[src/rtl/keypad_scanner.sv]
// keypad_scanner: scans a 4x5 active-low key matrix, debounces it and emits one newkey pulse per clean press
module keypad_scanner #(
    parameter int SCAN_DIV     = 16,
    parameter int DEBOUNCE_CNT = 4
) (
    input  logic       clock,
    input  logic       reset,
    input  logic [4:0] col_n,
    output logic [3:0] row_n,
    output logic       newkey,
    output logic [4:0] keycode
);
    localparam int DW = $clog2(SCAN_DIV);
    localparam int MW = $clog2(DEBOUNCE_CNT + 1);

    typedef enum logic [1:0] {SCAN, DEBOUNCE, HELD} state_t;

    state_t        state, state_d;
    logic [4:0]    sync1, cs;
    logic [DW-1:0] div;
    logic [MW-1:0] match, match_d, match_inc;
    logic [1:0]    row, row_d;
    logic [4:0]    code, code_d, cap_code;
    logic [2:0]    zeros, col;
    logic          sample, one, none, hit, fire;

    assign sample    = div == DW'(SCAN_DIV - 1);
    assign one       = zeros == 3'd1;
    assign none      = zeros == 3'd0;
    assign cap_code  = 5'(row) * 5'd5 + 5'(col);
    assign match_inc = match + 1'b1;
    assign hit       = match_inc == MW'(DEBOUNCE_CNT);
    assign row_n     = ~(4'b0001 << row);

    // two-flop synchroniser for the asynchronous column inputs
    always_ff @(posedge clock or negedge reset) begin
        if (!reset) begin
            sync1 <= '1;
            cs    <= '1;
        end else begin
            sync1 <= col_n;
            cs    <= sync1;
        end
    end

    // free-running row divider; its terminal count is the sample point
    always_ff @(posedge clock or negedge reset) begin
        if (!reset) div <= '0;
        else        div <= sample ? '0 : div + 1'b1;
    end

    // count low columns and remember the index of the (last) low one
    always_comb begin
        zeros = '0;
        col   = '0;
        for (int i = 0; i < 5; i++) begin
            if (!cs[i]) begin
                zeros = zeros + 3'd1;
                col   = 3'(i);
            end
        end
    end

    // next-state logic: scan rows, debounce a single key, wait for clean release
    always_comb begin
        state_d = state;
        match_d = match;
        row_d   = row;
        code_d  = code;
        fire    = 1'b0;
        if (sample) begin
            case (state)
                SCAN: begin
                    if (one) begin
                        code_d = cap_code;
                        if (DEBOUNCE_CNT == 1) begin
                            fire    = 1'b1;
                            state_d = HELD;
                            match_d = '0;
                        end else begin
                            match_d = MW'(1);
                            state_d = DEBOUNCE;
                        end
                    end else begin
                        row_d = row + 2'd1;
                    end
                end
                DEBOUNCE: begin
                    if (one && cap_code == code) begin
                        fire    = hit;
                        state_d = hit ? HELD : DEBOUNCE;
                        match_d = hit ? '0 : match_inc;
                    end else begin
                        state_d = SCAN;
                        row_d   = row + 2'd1;
                        match_d = '0;
                    end
                end
                HELD: begin
                    if (none) begin
                        state_d = hit ? SCAN : HELD;
                        row_d   = hit ? row + 2'd1 : row;
                        match_d = hit ? '0 : match_inc;
                    end else begin
                        match_d = '0;
                    end
                end
                default: begin
                    state_d = SCAN;
                    match_d = '0;
                end
            endcase
        end
    end

    // state, counters and the registered key event
    always_ff @(posedge clock or negedge reset) begin
        if (!reset) begin
            state   <= SCAN;
            match   <= '0;
            row     <= '0;
            code    <= '0;
            newkey  <= 1'b0;
            keycode <= '0;
        end else begin
            state   <= state_d;
            match   <= match_d;
            row     <= row_d;
            code    <= code_d;
            newkey  <= fire;
            keycode <= fire ? code_d : keycode;
        end
    end
endmodule

[config.mk]
export PLATFORM = sky130hd
export DESIGN_NAME = keypad_scanner
export DESIGN_NICKNAME = d
export VERILOG_FILES = /design/src/rtl/keypad_scanner.sv
export SDC_FILE = /design/constraint.sdc
export NUM_CORES = 1
export LEC_CHECK = 0
export ABC_AREA = 1
export CAP_MARGIN = 20
export CORE_UTILIZATION = 55
export DETAILED_ROUTE_END_ITERATION = 8
export PLACE_DENSITY_LB_ADDON = 0.3
export SLEW_MARGIN = 10
export SYNTH_ARGS = -nofsm -noshare
export SYNTH_HDL_FRONTEND = slang
export SYNTH_SLANG_ARGS = --single-unit
[constraint.sdc]
create_clock -name clock -period 4.3 [get_ports clock]
set_input_delay 0.86 -clock clock [delete_from_list [all_inputs] [get_ports clock]]
set_output_delay 0.86 -clock clock [all_outputs]
set_load 0.03 [all_outputs]
* After elaboration in Yosys (flattened, before gate mapping)
Cells that the tools add are included.
** Storage, ports and cells
- Logic and storage cells :: 70
- Register bits after elaboration :: 32
- Input port bits :: 7
** Operators by class
- Muxes and demuxes :: 32
- Shifts and indexed selects :: 1
- Eq/ne operators :: 11
- Reduce and logical (&&, ||, !) cells :: 7
- Add/sub/neg operators :: 8
- Multiply operators :: 1
- Bitwise gates (word level) :: 1
** Operators with widths (number)
- $mux 3 :: 10
- $mux 2 :: 10
- $mux 5 :: 3
- $add 3x1->3 const B :: 4
- $pmux 2 s3 :: 2
- $ne 2x2->1 const B :: 5
- $pmux 3 s3 :: 1
- $reduce_and 6->1 :: 1
- $add 5x3->5 :: 1
- $eq 5x5->1 :: 1
- $mul 2x3->5 const B :: 1
- $mux 1 :: 5
- $add 4x1->4 const B :: 1
- $eq 4x4->1 const B :: 1
- $mux 4 :: 1
- $not 4->4 :: 1
- $shl 1x2->4 const A :: 1
- $eq 3x1->1 const B :: 1
- $eq 3x3->1 const B :: 1
- $logic_not 3->1 :: 1
- $reduce_and 3->1 :: 1
- $reduce_bool 3->1 :: 1
- $add 1x1->2 const B :: 1
- $add 2x1->2 const B :: 1
- other kinds (5) :: 5

* Depth between registers and ports, before layout
- Word-level depth :: 14
- Gate-level depth with buffers :: 24
- Mapped depth without buffers :: 24

* Least setup slack after synthesis
OpenSTA, ideal clock, no wires.
- Kind :: register to register
- Start :: register cs[0]
- End :: register keycode[3]
- Setup slack :: 1.576 ns
- Data arrival time :: 2.607 ns
- Path buffers :: 0
- Period minus slack after synthesis :: 2.724 ns
- Library setup time :: 0.117 ns
- Cell stages (with the launch flop) :: 18
- Path through :: dfstp_2 -> inv_1 -> ha_1 -> nand2_1 -> nand2_2 -> ha_1 -> nand2_1 -> nand2_1 -> ha_1 -> or2_2 -> nand2_4 -> nand3_4 -> nor2_8 -> nand2_4 -> nand2_1 -> nand2_2 -> nand2_1 -> nand2_1
** Between the ends
- Elaborated cells between the ends (all ways) :: 17
** RTL lines
- from (decl) :: RTL line 19 : logic [4:0] sync1, cs;
- from (signal assigned) :: RTL line 42 : cs <= sync1;
- $mux 1 (*) :: RTL line 57 : if (!cs[i]) begin
- $add 1x1->2 :: RTL line 58 : zeros = zeros + 3'd1;
- $mux 3 (*) :: RTL line 57
- $add 3x1->3 :: RTL line 58
- $mux 3 (*) :: RTL line 57
- $add 3x1->3 :: RTL line 58
- $mux 3 (*) :: RTL line 57
- $add 3x1->3 :: RTL line 58
- $mux 3 (*) :: RTL line 57
- $eq 3x1->1 (*) :: RTL line 28 : assign one = zeros == 3'd1;
- $mux 5 (*) :: RTL line 74 : if (one) begin
- $mux 5 (*) :: RTL line 72 : case (state)
- $mux 5 (*) :: RTL line 71 : if (sample) begin
- net code_d[3] :: RTL line 23 : logic [4:0] code, code_d, cap_code;
- to (signal assigned) :: RTL line 131 : keycode <= fire ? code_d : keycode;
- to (decl) :: RTL line 11 : output logic [4:0] keycode
The timed path passes the listed nets; every way through them passes the cells marked *.
A chain may end at the register's enable or synchronous reset.

* Final worst setup path
- Start :: register cs[1]
- End :: register row[0]
** Between the ends
- Word-level cells in the longest chain between the ends :: 11
- Elaborated cells between the ends (all ways) :: 20
** RTL lines
- $mux 3 :: RTL line 57
- $add 3x1->3 :: RTL line 58
- $mux 3 :: RTL line 57
- $add 3x1->3 :: RTL line 58
- $mux 3 :: RTL line 57
- $add 3x1->3 :: RTL line 58
- $mux 3 :: RTL line 57
- $eq 3x1->1 :: RTL line 28
- $logic_and 1x1->1 :: RTL line 89 : if (one && cap_code == code) begin
- $ne 2x2->1 (no source line)
- $reduce_and 6->1 (no source line) (*)
- to (signal assigned) :: RTL line 128 : row <= row_d;
- to (decl) :: RTL line 22 : logic [1:0] row, row_d;
Every way passes the cells marked *; elsewhere a longest branch is shown, timed or not.

==> reports/qor.csv <==
metric,value,unit
GRT Overall Usage,0.2093,
sw frac,0.3918,
Area Overhead vs Synth,15.86,%
Pre-antenna DRT Iters,4,
Int Power,0.6529,mW
DRC viols,0,
largest net degree at the start of global routing,33,
switching power,0.4206,mW
critical path class,reg -> reg,
RR Startpoint,cs[1]$_DFF_PN1_,
Synth cell types,27,
Slew @ Worst Pin,0.4130,ns
Antenna Nets Post-Route,0,
"non-filler cells, final",304,
Post-Syn Nets,259,
Clock transition at path regs,0.10,ns
Die Wd,61.65,um
CTS tree,yes,
total length of routed wires,3348,um
dpl cells,296,
RSZ-0062 raised after global routing,false,
synthesis-stage register bit count,32,
Post-DP HPWL,2632,um
TritonCTS Buffers,5,
synthesized area,1957,um^2
outcome,completed,
per-cell routed wire length,11.01,um
CTS H-tree depth,2,
cts hold-fix bufs,0,
"Max FO, Critical Path",4,
Clock Skews,0.007546,ns
crit start category,flop,
Synth Instances,234,
Die H,61.65,um
Mean Syn Cell Area,8.363,um^2
layout cells sized above 1,0.2016,
Hold Path Origin,sync1[3]$_DFF_PN1_,
Final Hold Viols,0,
P_leak,1.219,nW
Top-Level Pins,17,
PwrDens,473.5,nW/um^2
Vias/cell,4.967,
fin nets,282,
sequential fraction of the synthesis area,0.4156,
Syn. warnings,0,
sequential power share,0.364,
"Setup Fix Bufs, Post-CTS",0,
Required @ worst endpoint,4.54,ns
FP Rows,21,
initial antenna violation count,0,
post_cts resized,0,
global-route wire length before repair,5602,um
Slew headroom,0.7244,
endpoint class of the critical path,flop,
clock power share,0.217,
final worst-path cycle share,0.6758,
vias in the first global route,1360,
Critical path origin,cs[1]$_DFF_PN1_,
Max VDD drop,0.2860,mV
die area,3801,um^2
setup TNS,0,ns
# Max-Cap Violations,0,
max-slew violations,0,
"Setup violations, final",0,
CTS Buffer Depth,2,
via count,1510,
WHS,0.3596,ns
Inserted Diodes,0,
Final GP Congestion,0.9044,
Gate power share,0.418,
number of DRC markers in iteration 0,56,
core area,3363,um^2
Skew-Pair Late Insertion Delay,0.33,ns
CTS sink count,32,
min cycle time layout,2.906,ns
CP arrival,3.14,ns
total global routing overflow,0,
Hold Path Class,reg -> reg,
root buffer cell,clkbuf_4,
Max Clock Freq,0.3441,GHz
# port buffers,16,
Initial Util,0.5818,
## sequential cells by signal (all words and copies together), names as in the netlist
| signal | count |
|---|---|
| div | 4 |
| match | 3 |
| state | 2 |
| code | 5 |
| row | 2 |
| sync1 | 5 |
| keycode | 5 |
| newkey | 1 |
| cs | 5 |
## cells in the mapped netlist (all sizes together)
cell    number  area share
dfstp       10        0.13
nand4        4       0.019
or2          3      0.0096
dfrtp       22        0.28
nand2       87        0.20
xnor2        2      0.0090
nand3b       1      0.0038
xor2         4       0.018
nor2        20       0.057
nor3         1      0.0026
a21oi        6       0.015
o21ai        2      0.0070
nand3       23       0.068
fa           1       0.010
inv         30       0.058
buf          1      0.0026
ha          17        0.11
## power groups by stage
stage	Sequential (mW)	Clock, mW	Combinational [mW]
2_1_floorplan	0.383	0	0.350
3_3_place_gp	0.394	0	0.439
3_5_place_dp	0.397	0	0.448
4_1_cts	0.391	0.240	0.451
5_1_grt	0.398	0.251	0.514
6_report	0.391	0.233	0.449
## final timing paths
path,end,slack [ns],cells past startpoint
min in group asynchronous,keycode[2]$_DFFE_PN0P_,0.90,2
min reg2reg,cs[3]$_DFF_PN1_,0.36,0
max in group asynchronous,sync1[1]$_DFF_PN1_,3.07,2
max reg2reg,row[0]$_DFFE_PN0P_,1.39,17
min,cs[3]$_DFF_PN1_,0.36,0
max,row[0]$_DFFE_PN0P_,1.39,17
## stage by stage
step | total power, mW | cell area, um^2 | utilization | setup slack (ns)
2_1_floorplan | 0.7326 | 1957 | - | 1.576
3_3_place_gp | 0.8332 | 2177 | 0.6473 | 1.434
3_5_place_dp | 0.8454 | 2177 | 0.6473 | 1.372
4_1_cts | 1.082 | 2267 | 0.6741 | 1.358
5_1_grt | 1.163 | 2267 | 0.6741 | 1.127
6_report | 1.073 | 2267 | 0.6741 | 1.394
## area by class of cell
type / instances / area, um^2
fillers: 305 / 1096
multi-input cells: 171 / 1026
flip-flops and latches: 32 / 813.3
repair buffers: 17 / 167.7
inverters: 30 / 112.6
clock buffers: 8 / 90.09
well taps: 46 / 57.56
## critical path, stage by stage (launching register included)
cell and delay [ns]:
dfstp_2 0.54, inv_1 0.05, ha_1 0.30, nand2_1 0.13, nand2_2 0.09, ha_1 0.29, nand2_1 0.08, nand2_1 0.06
ha_1 0.25, or2_2 0.29, nand2_4 0.11, nand3_2 0.11, nand2_1 0.11, nand2_1 0.08, nor2_2 0.12, nand2_1 0.08
nand2_1 0.07, nand2_1 0.05
## per-layer routing
metal	GRT usage	part of all wire	vias to the layer above
li1	-	-	774
met1	0.2534	0.47	685
met2	0.3472	0.46	38
met3	0.04622	0.039	13
met4	0.1143	0.034	0
met5	0	0	-
## placed cells by master, fill, tap and decap left out
cell	Yosys	layout
nand2_1	70	70
inv_1	27	27
dfrtp_1	22	22
nand3_1	21	21
ha_1	17	17
clkdlybuf4s50_1	0	16
nor2_1	15	15
nand2_2	14	14
dfstp_2	10	10
a21oi_1	6	6
clkbuf_4	0	5
xor2_1	4	4
inv_2	3	3
or2_2	3	3
nand2_4	3	3
nor2_2	2	2
xnor2_1	2	2
nand4_2	2	2
nor2_4	2	2
nand4_1	2	2
clkbuf_8	0	2
nand3_4	1	1
nor2_8	1	1
nand3b_1	1	1
nand3_2	1	1
o21ai_2	1	1
o21ai_0	1	1
nor3_1	1	1
fa_1	1	1
clkbuf_16	0	1
buf_4	0	1
## cell families (layout without fill, tap and decap cells)
family	after synthesis	in the layout	share of synthesized area
AOI/OAI and AO/OA	8	8	0.02238
xor gates and xnor gates	6	6	0.02685
adders and majority gates	18	18	0.1189
buffers and inverters	31	55	0.06010
DFF	32	32	0.4156
and+or+nand+nor	139	139	0.3561
No activity file was read; power rests on OpenSTA's default activity.
